===== src/rtl/reg_file_sb_pkg.sv =====
// Shared widths and types for the 2R/2W register file with pending-write scoreboard.
package regfile_pkg;

  localparam int unsigned RF_DATA_W = 32;
  localparam int unsigned RF_ADDR_W = 5;

  typedef logic [RF_ADDR_W-1:0] reg_addr_t;
  typedef logic [RF_DATA_W-1:0] reg_data_t;

endpackage


===== src/rtl/reg_file_sb_scoreboard.sv =====
// Per-register pending-write bits: set on issue, cleared on writeback, popcounted.
module rf_scoreboard
  import regfile_pkg::*;
#(
  parameter int unsigned ADDR_W   = RF_ADDR_W,
  parameter int unsigned ZERO_REG = 1
) (
  input  logic              clk,
  input  logic              rst_n,
  input  logic              issue_en,
  input  logic [ADDR_W-1:0] issue_addr,
  input  logic              wr0_en,
  input  logic [ADDR_W-1:0] wr0_addr,
  input  logic              wr1_en,
  input  logic [ADDR_W-1:0] wr1_addr,
  input  logic [ADDR_W-1:0] rd_addr_a,
  input  logic [ADDR_W-1:0] rd_addr_b,
  input  logic              hit_a,
  input  logic              hit_b,
  output logic              busy_a,
  output logic              busy_b,
  output logic [ADDR_W:0]   pend_cnt
);

  localparam int unsigned NREG = 2 ** ADDR_W;

  logic [NREG-1:0] pending;
  logic [NREG-1:0] pending_nxt;

  // Issue is applied last so a younger producer survives a same-cycle writeback.
  always_comb begin
    pending_nxt = pending;
    if (wr0_en) pending_nxt[wr0_addr] = 1'b0;
    if (wr1_en) pending_nxt[wr1_addr] = 1'b0;
    if (issue_en) pending_nxt[issue_addr] = 1'b1;
    if (ZERO_REG != 0) pending_nxt[0] = 1'b0;
  end

  always_ff @(posedge clk or negedge rst_n) begin
    if (!rst_n) begin
      pending <= '0;
    end else begin
      pending <= pending_nxt;
    end
  end

  // A bypassed write satisfies the read this cycle, so it is not busy.
  assign busy_a = pending[rd_addr_a] & ~hit_a;
  assign busy_b = pending[rd_addr_b] & ~hit_b;

  always_comb begin
    pend_cnt = '0;
    for (int unsigned i = 0; i < NREG; i++) begin
      pend_cnt = pend_cnt + (ADDR_W + 1)'(pending[i]);
    end
  end

endmodule


===== src/rtl/reg_file_sb.sv =====
// Two-read/two-write register file with write-to-read bypass and pending-write scoreboard.
module reg_file_sb
  import regfile_pkg::*;
#(
  parameter int unsigned DATA_W   = RF_DATA_W,
  parameter int unsigned ADDR_W   = RF_ADDR_W,
  parameter int unsigned ZERO_REG = 1,
  parameter int unsigned BYPASS   = 1
) (
  input  logic              clk,
  input  logic              rst_n,
  input  logic [ADDR_W-1:0] rd_addr_a,
  input  logic [ADDR_W-1:0] rd_addr_b,
  output logic [DATA_W-1:0] rd_data_a,
  output logic [DATA_W-1:0] rd_data_b,
  output logic              busy_a,
  output logic              busy_b,
  input  logic              wr0_en,
  input  logic [ADDR_W-1:0] wr0_addr,
  input  logic [DATA_W-1:0] wr0_data,
  input  logic              wr1_en,
  input  logic [ADDR_W-1:0] wr1_addr,
  input  logic [DATA_W-1:0] wr1_data,
  input  logic              issue_en,
  input  logic [ADDR_W-1:0] issue_addr,
  output logic [ADDR_W:0]   pend_cnt
);

  localparam int unsigned NREG = 2 ** ADDR_W;

  logic [DATA_W-1:0] regs [NREG];

  logic zero_en;
  logic byp_en;
  logic wr0_act;
  logic wr1_act;
  logic hit0_a;
  logic hit1_a;
  logic hit0_b;
  logic hit1_b;

  assign zero_en = (ZERO_REG != 0);
  // Bypass is gated by reset so reads stay zero while rst_n is low.
  assign byp_en  = (BYPASS != 0) & rst_n;

  assign wr0_act = wr0_en & ~(zero_en & (wr0_addr == '0));
  assign wr1_act = wr1_en & ~(zero_en & (wr1_addr == '0));

  assign hit0_a = byp_en & wr0_act & (wr0_addr == rd_addr_a);
  assign hit1_a = byp_en & wr1_act & (wr1_addr == rd_addr_a);
  assign hit0_b = byp_en & wr0_act & (wr0_addr == rd_addr_b);
  assign hit1_b = byp_en & wr1_act & (wr1_addr == rd_addr_b);

  // Port 1 is applied after port 0 so it wins on a same-address collision.
  always_ff @(posedge clk or negedge rst_n) begin
    if (!rst_n) begin
      for (int unsigned i = 0; i < NREG; i++) begin
        regs[i] <= '0;
      end
    end else begin
      if (wr0_act) regs[wr0_addr] <= wr0_data;
      if (wr1_act) regs[wr1_addr] <= wr1_data;
    end
  end

  always_comb begin
    rd_data_a = regs[rd_addr_a];
    if (hit0_a) rd_data_a = wr0_data;
    if (hit1_a) rd_data_a = wr1_data;
    if (zero_en && (rd_addr_a == '0)) rd_data_a = '0;
  end

  always_comb begin
    rd_data_b = regs[rd_addr_b];
    if (hit0_b) rd_data_b = wr0_data;
    if (hit1_b) rd_data_b = wr1_data;
    if (zero_en && (rd_addr_b == '0)) rd_data_b = '0;
  end

  rf_scoreboard #(
    .ADDR_W   (ADDR_W),
    .ZERO_REG (ZERO_REG)
  ) u_sb (
    .clk        (clk),
    .rst_n      (rst_n),
    .issue_en   (issue_en),
    .issue_addr (issue_addr),
    .wr0_en     (wr0_en),
    .wr0_addr   (wr0_addr),
    .wr1_en     (wr1_en),
    .wr1_addr   (wr1_addr),
    .rd_addr_a  (rd_addr_a),
    .rd_addr_b  (rd_addr_b),
    .hit_a      (hit0_a | hit1_a),
    .hit_b      (hit0_b | hit1_b),
    .busy_a     (busy_a),
    .busy_b     (busy_b),
    .pend_cnt   (pend_cnt)
  );

endmodule

===== config.mk =====
export PLATFORM = sky130hd
export DESIGN_NAME = reg_file_sb
export DESIGN_NICKNAME = d
export VERILOG_FILES = /design/src/rtl/reg_file_sb_pkg.sv /design/src/rtl/reg_file_sb_scoreboard.sv /design/src/rtl/reg_file_sb.sv
export SDC_FILE = /design/constraint.sdc
export NUM_CORES = 2
export LEC_CHECK = 0
export ABC_CLOCK_PERIOD_IN_PS = 4720
export CAP_MARGIN = 20
export CORE_ASPECT_RATIO = 0.75
export CORE_UTILIZATION = 50
export DETAILED_ROUTE_END_ITERATION = 16
export PLACE_DENSITY = 0.71
export SLEW_MARGIN = 30
export SYNTH_ARGS = -nofsm -noshare
export SYNTH_HDL_FRONTEND = slang
export SYNTH_SLANG_ARGS = --single-unit

===== constraint.sdc =====
create_clock -name clk -period 4.72 [get_ports clk]
set_input_delay 0.472 -clock clk [delete_from_list [all_inputs] [get_ports clk]]
set_output_delay 0.472 -clock clk [all_outputs]
set_load 0.02 [all_outputs]

; ---- Word level (Yosys, flattened, before mapping)
; Cells that the tools add are included.
[word_totals]
reg_bits = 1055
inputBits = 94
wordCells = 148
[classes]
magnitude_cmp = 14
eq_ne = 4
bitwise = 25
n_mux = 33
addsub = 30
reduce_logical = 9
[ops]
columns = operator, count
row1 = $bwmux 1024, 2
row2 = $mux 1024, 2
row3 = $mux 32, 15
row4 = $bmux 32 s5, 2
row5 = $demux 32 s5, 2
row6 = $add 6x1->6, 29
row7 = $and 32x32->32, 2
row8 = $not 32->32, 2
row9 = $or 32x32->32, 1
row10 = $lt 5x6->1 const B, 5
row11 = $ge 6x6->1 const B, 4
row12 = $not 5->6, 4
row13 = $eq 5x5->1, 4
row14 = $logic_not 5->1, 4
row15 = $demux 1 s5, 3
row16 = $ge 5x1->1 const B, 3
row17 = $lt 6x1->1 const B, 2
row18 = $and 1x1->1, 10
row19 = $bmux 1 s5, 2
row20 = $logic_and 1x1->1, 5
row21 = $mux 1, 5
row22 = $not 1->1, 4
row23 = $add 1x1->2, 1
row24 = $or 1x1->1, 2

; ---- Depth between registers and ports, before layout
[depth]
depth_word = 30
mapped_depth = 17
depth_no_buf = 17

; ---- Hierarchy
; Synthesis repeated with hierarchy kept, for this count alone.
[hier_totals]
hier_cells = 6548
hier_area_um2 = 69307.7
[modules_own_cells]
columns = mod, seq_area_each_um2, instances, cells_per_inst, area_per_inst_um2
row1 = reg_file_sb, 25624.6, 1, 6239, 66353.6
row2 = rf_scoreboard, 775.7, 1, 309, 2954.1

; ---- Least setup slack after synthesis
; No wires, ideal clock.
[synth_timing]
path_type = reg2out
start = register u_sb.pending[1]
end = output port pend_cnt[4]
required_ps = 4248
stages_incl_launch_ff = 17
n_path_buf = 0
arrival_ps = 4723
slack_ps = -475
path_cell_list = dfrtp_1 ha_1 inv_1 fa_1 fa_1 fa_1 fa_1 fa_1 fa_1 inv_1 ha_1 inv_1 fa_1 inv_1 a21o_1 a21oi_1 xnor2_1
[synth_between]
elab_chain_cells = 30
[synth_rtl]
columns = element, line
row1 = "start, declared", reg_file_sb_scoreboard.sv:27  ; logic [NREG-1:0] pending;
row2 = "start signal, assigned", reg_file_sb_scoreboard.sv:43  ; pending <= pending_nxt;
row3 = $add 1x1->2, reg_file_sb_scoreboard.sv:54  ; pend_cnt = pend_cnt + (ADDR_W + 1)'(pending[i]);
row4 = $add 6x1->6 (29 in a row), reg_file_sb_scoreboard.sv:54
row5 = "end, declared", reg_file_sb.sv:26  ; output logic [ADDR_W:0] pend_cnt
; Every way passes these cells.

; ---- Final worst setup path
; Same ends and word-level chain as after synthesis.

==> flow_summary.ini <==
[run_status]
run_status = finished, violations left
violations = negative setup slack

[global_route]
grt_pass1_wl_um = 418000
grt_pass1_vias = 58000
grt_usage_pct = 43.5
grt_max_degree = 165
grt-ovfl-total = 0
antenna_found_initial = 27

[cells_and_area]
stdcell_area_um2 = 74000
nets = 6326
syn_to_final_growth_pct = 12.2
multi_input_area_um2 = 36700
n_fill_cell = 10800
drive_above_1_share_pct = 19.9
seqCellArea_um2 = 26400

[placement]
dp_slack_ps = -1070
dp_hpwl_um = 171000
placed_cell_area_um2 = 70000
port_buffers = 165
place.gp.congestion = 0.998

[floorplan]
floorplan.initialDensity_pct = 50.4
fp.dieW_um = 422
core.rowCount = 115
core_um2 = 131000
die_y_um = 317
die-area_um2 = 134000
num_io_pins = 166

[yosys]
synth_ff_type = dfrtp_1
synth_cells = 6436
synth.distinct_cells = 65
syn_area_um2 = 66000
syn_nets = 6562
synth-edff-count = 0
ys_ff_latch = 1055
synth.yosys.seq_area_share_pct = 40.0
synth_area_per_cell_um2 = 10.3
synth-async-reset-ratio_pct = 100
yosysWarningCount = 0

[sta]
whs_ps = 180
slew_headroom_pct = 21.9
setup_slack_ps = -1350
rsz0062_at_grt = yes
finalHoldViolCount = 0
fmax_ghz = 0.165
setup_violations = 6
fin_crit_ps = 6070
clock_skew_ps = 0
tightest_slew_ps = 1170
maxSlewViolCount = 0
fin_crit_sh_pct = 129

[power_and_ir_drop]
clkPwrFrac_pct = 25.3
cellLeakagePower_nw = 33.6
power_density_nw_per_um2 = 490
swShare_pct = 34.9
ir_drop_mv = 2.84
cell_internal_pwr_mw = 23.6
combPwrFrac_pct = 38.0
p_total_mw = 36.3
seq_power_share_pct = 36.7
power.switching_mw = 12.7

[route]
routed_wl_um = 297000
drc = 0
via_per_inst = 7.59
post_drt_wl_per_cell_um = 36.8
num_vias = 61300
drtIter0Drc = 12400
ant_nets = 0
drt_pass1_iterations = 14

[clocking]
cts-htree-levels = 3
cts_made_buffers = 112
clockBufferDepth = 3
numClockSinks = 1055
clk_latency_ps = 760
cts_tree = yes
clk_pin_slew_ps = 60
cts-root-buf = clkbuf_16

[setup_path]
crit_path_start_kind = flip-flop
required_ps = 4250
crit_type = reg2out
endpoint_kind = primary output
cp.arrival_ps = 5600
crit_fanout = 2

[min_path]
worstHoldPathType = in2async

[run]
drv_cap = 0
## cell usage after synthesis, types with 6 or more instances
cell      count  share of area [%]
a21oi_1     574                4.4
a22oi_1     262                3.0
a32o_1       30               0.45
a32oi_1       8               0.11
and3_1       17               0.16
buf_1        73               0.41
buf_2       160                1.2
buf_4        11               0.13
clkbuf_1    591                3.4
dfrtp_1    1055                 40
fa_1         23               0.70
ha_1          9               0.17
inv_1        66               0.38
mux2i_1     676                 10
mux4_2      525                 18
nand2_1     557                3.2
nand2b_1     13               0.12
nand3_1       9              0.068
nor2_1      743                4.2
nor2b_1      10              0.095
nor3b_1       6              0.068
nor4_1        6              0.057
nor4_2        7               0.13
nor4b_2      51                1.2
o21a_1       10               0.11
o21ai_0     529                4.0
o21ai_1      10              0.076
o22ai_1     307                2.9
or2_2         6              0.057
xnor2_1      12               0.16
xor2_1       11               0.15
## cell type report
| cell class | count | share of cell area, % |
|---|---|---|
| Clock inverter | 29 | 0.436 |
| Multi-Input combinational cell | 4474 | 49.6 |
| Tap cell | 1755 | 2.97 |
| Sequential cell | 1055 | 35.7 |
| Timing Repair Buffer | 489 | 6.38 |
| Clock buffer | 175 | 4.55 |
| Inverter | 68 | 0.345 |
| Antenna cell | 27 | 0.0912 |
## routing by layer
layer	vias up	part of all wire [%]	track usage, %
li1	23200	-	-
met1	29700	33	52.8
met2	6481	39	57.7
met3	1909	19	24.3
met4	27	9.4	31.5
met5	-	0.20	1.49
## placed cells by master (no fill, tap or decap), types with 9 or more instances in the layout
cell type and instances:
clkdlybuf4s50_1 124, buf_4 297, nor2_4 15, clkbuf_8 32, and3_1 17, clkbuf_16 114
o21a_1 10, diode_2 27, clkbuf_1 32, a21oi_1 572, o21ai_0 529, nand2_1 505
fa_1 22, inv_1 62, buf_6 10, clkinv_2 17, xnor2_1 9, xor2_1 11
nor2_1 722, a22oi_1 262, a32o_1 30, buf_12 48, nor2_2 11, o22ai_1 307
dfrtp_1 1055, o21ai_1 10, nand2_8 19, mux2i_1 676, mux4_2 525, nand2_4 27
nor4b_2 50
## worst paths after layout
| check | from | endpoint | slack, ps | cells past startpoint |
|---|---|---|---|---|
| min in group clk | regs[1000] | regs[1000] | 390 | 0 |
| hold / removal | rst_n | u_sb.pending[12] | 180 | 2 |
| setup / recovery | u_sb.pending[1] | pend_cnt[4] | -1350 | 17 |
| hold reg to reg | regs[1000] | regs[1000] | 390 | 0 |
| max in group asynchronous | rst_n | regs[198] | 1740 | 5 |
| setup reg to reg | u_sb.pending[1] | u_sb.pending[1] | 3750 | 3 |
## worst max-delay path, cell delays in order (launching register included)
cell	delay [ps]
dfrtp_1	390
ha_1	290
inv_2	40
fa_1	490
fa_1	440
fa_1	510
fa_1	430
fa_1	540
fa_1	440
inv_2	80
ha_4	140
inv_2	40
fa_2	370
inv_1	60
a21o_1	130
a21oi_2	70
xnor2_2	180
buf_4	170
## cells by family (layout without fill, tap and decap cells)
kind of cell	count (synthesis)	in the layout	synth area share, %
other	0	27	0
flip-flops	1055	1055	40.0
AND/OR/NAND/NOR	1466	1467	9.80
XOR/XNOR	23	23	0.305
adder cells (fa/ha/maj)	32	32	0.868
multiplexers	1206	1206	28.2
AO/OA/AOI/OAI	1746	1746	15.2
buffers and inverters	908	761	5.58
## state kept, by name, indices dropped and copies added (netlist names)
signal        flops
regs           1024
u_sb.pending     31
## power groups by stage
stage	sequential (mW)	combinational, mW	clock (mW)
6_report	13.3	13.8	9.20
5_1_grt	13.5	14.7	9.48
4_1_cts	13.1	13.4	9.12
3_5_place_dp	13.3	12.4	0
3_3_place_gp	13.1	12.2	0
2_1_floorplan	12.6	8.48	0
## repair_timing
item                                    in CTS  in global routing
buffers inserted                             3                  1
endpoints found under the setup margin       6                 19
hold buffers                                 1                  0
hold endpoints to repair                    26                  0
cloned                                       0                  1
gates resized for setup                     44                  5
pin swaps                                    4                  2
## stage by stage
stage | utilization (%) | TNS (ps) | std cells
after floorplan | - | -718 | 6436
after global placement | 53.3 | -4560 | 7830
after detailed placement | 53.4 | -4630 | 7831
after CTS | 56.3 | -6380 | 8039
after global routing | 56.5 | -7420 | 8052
final | 56.5 | -6640 | 8072
No activity file was read; power rests on OpenSTA's default activity.
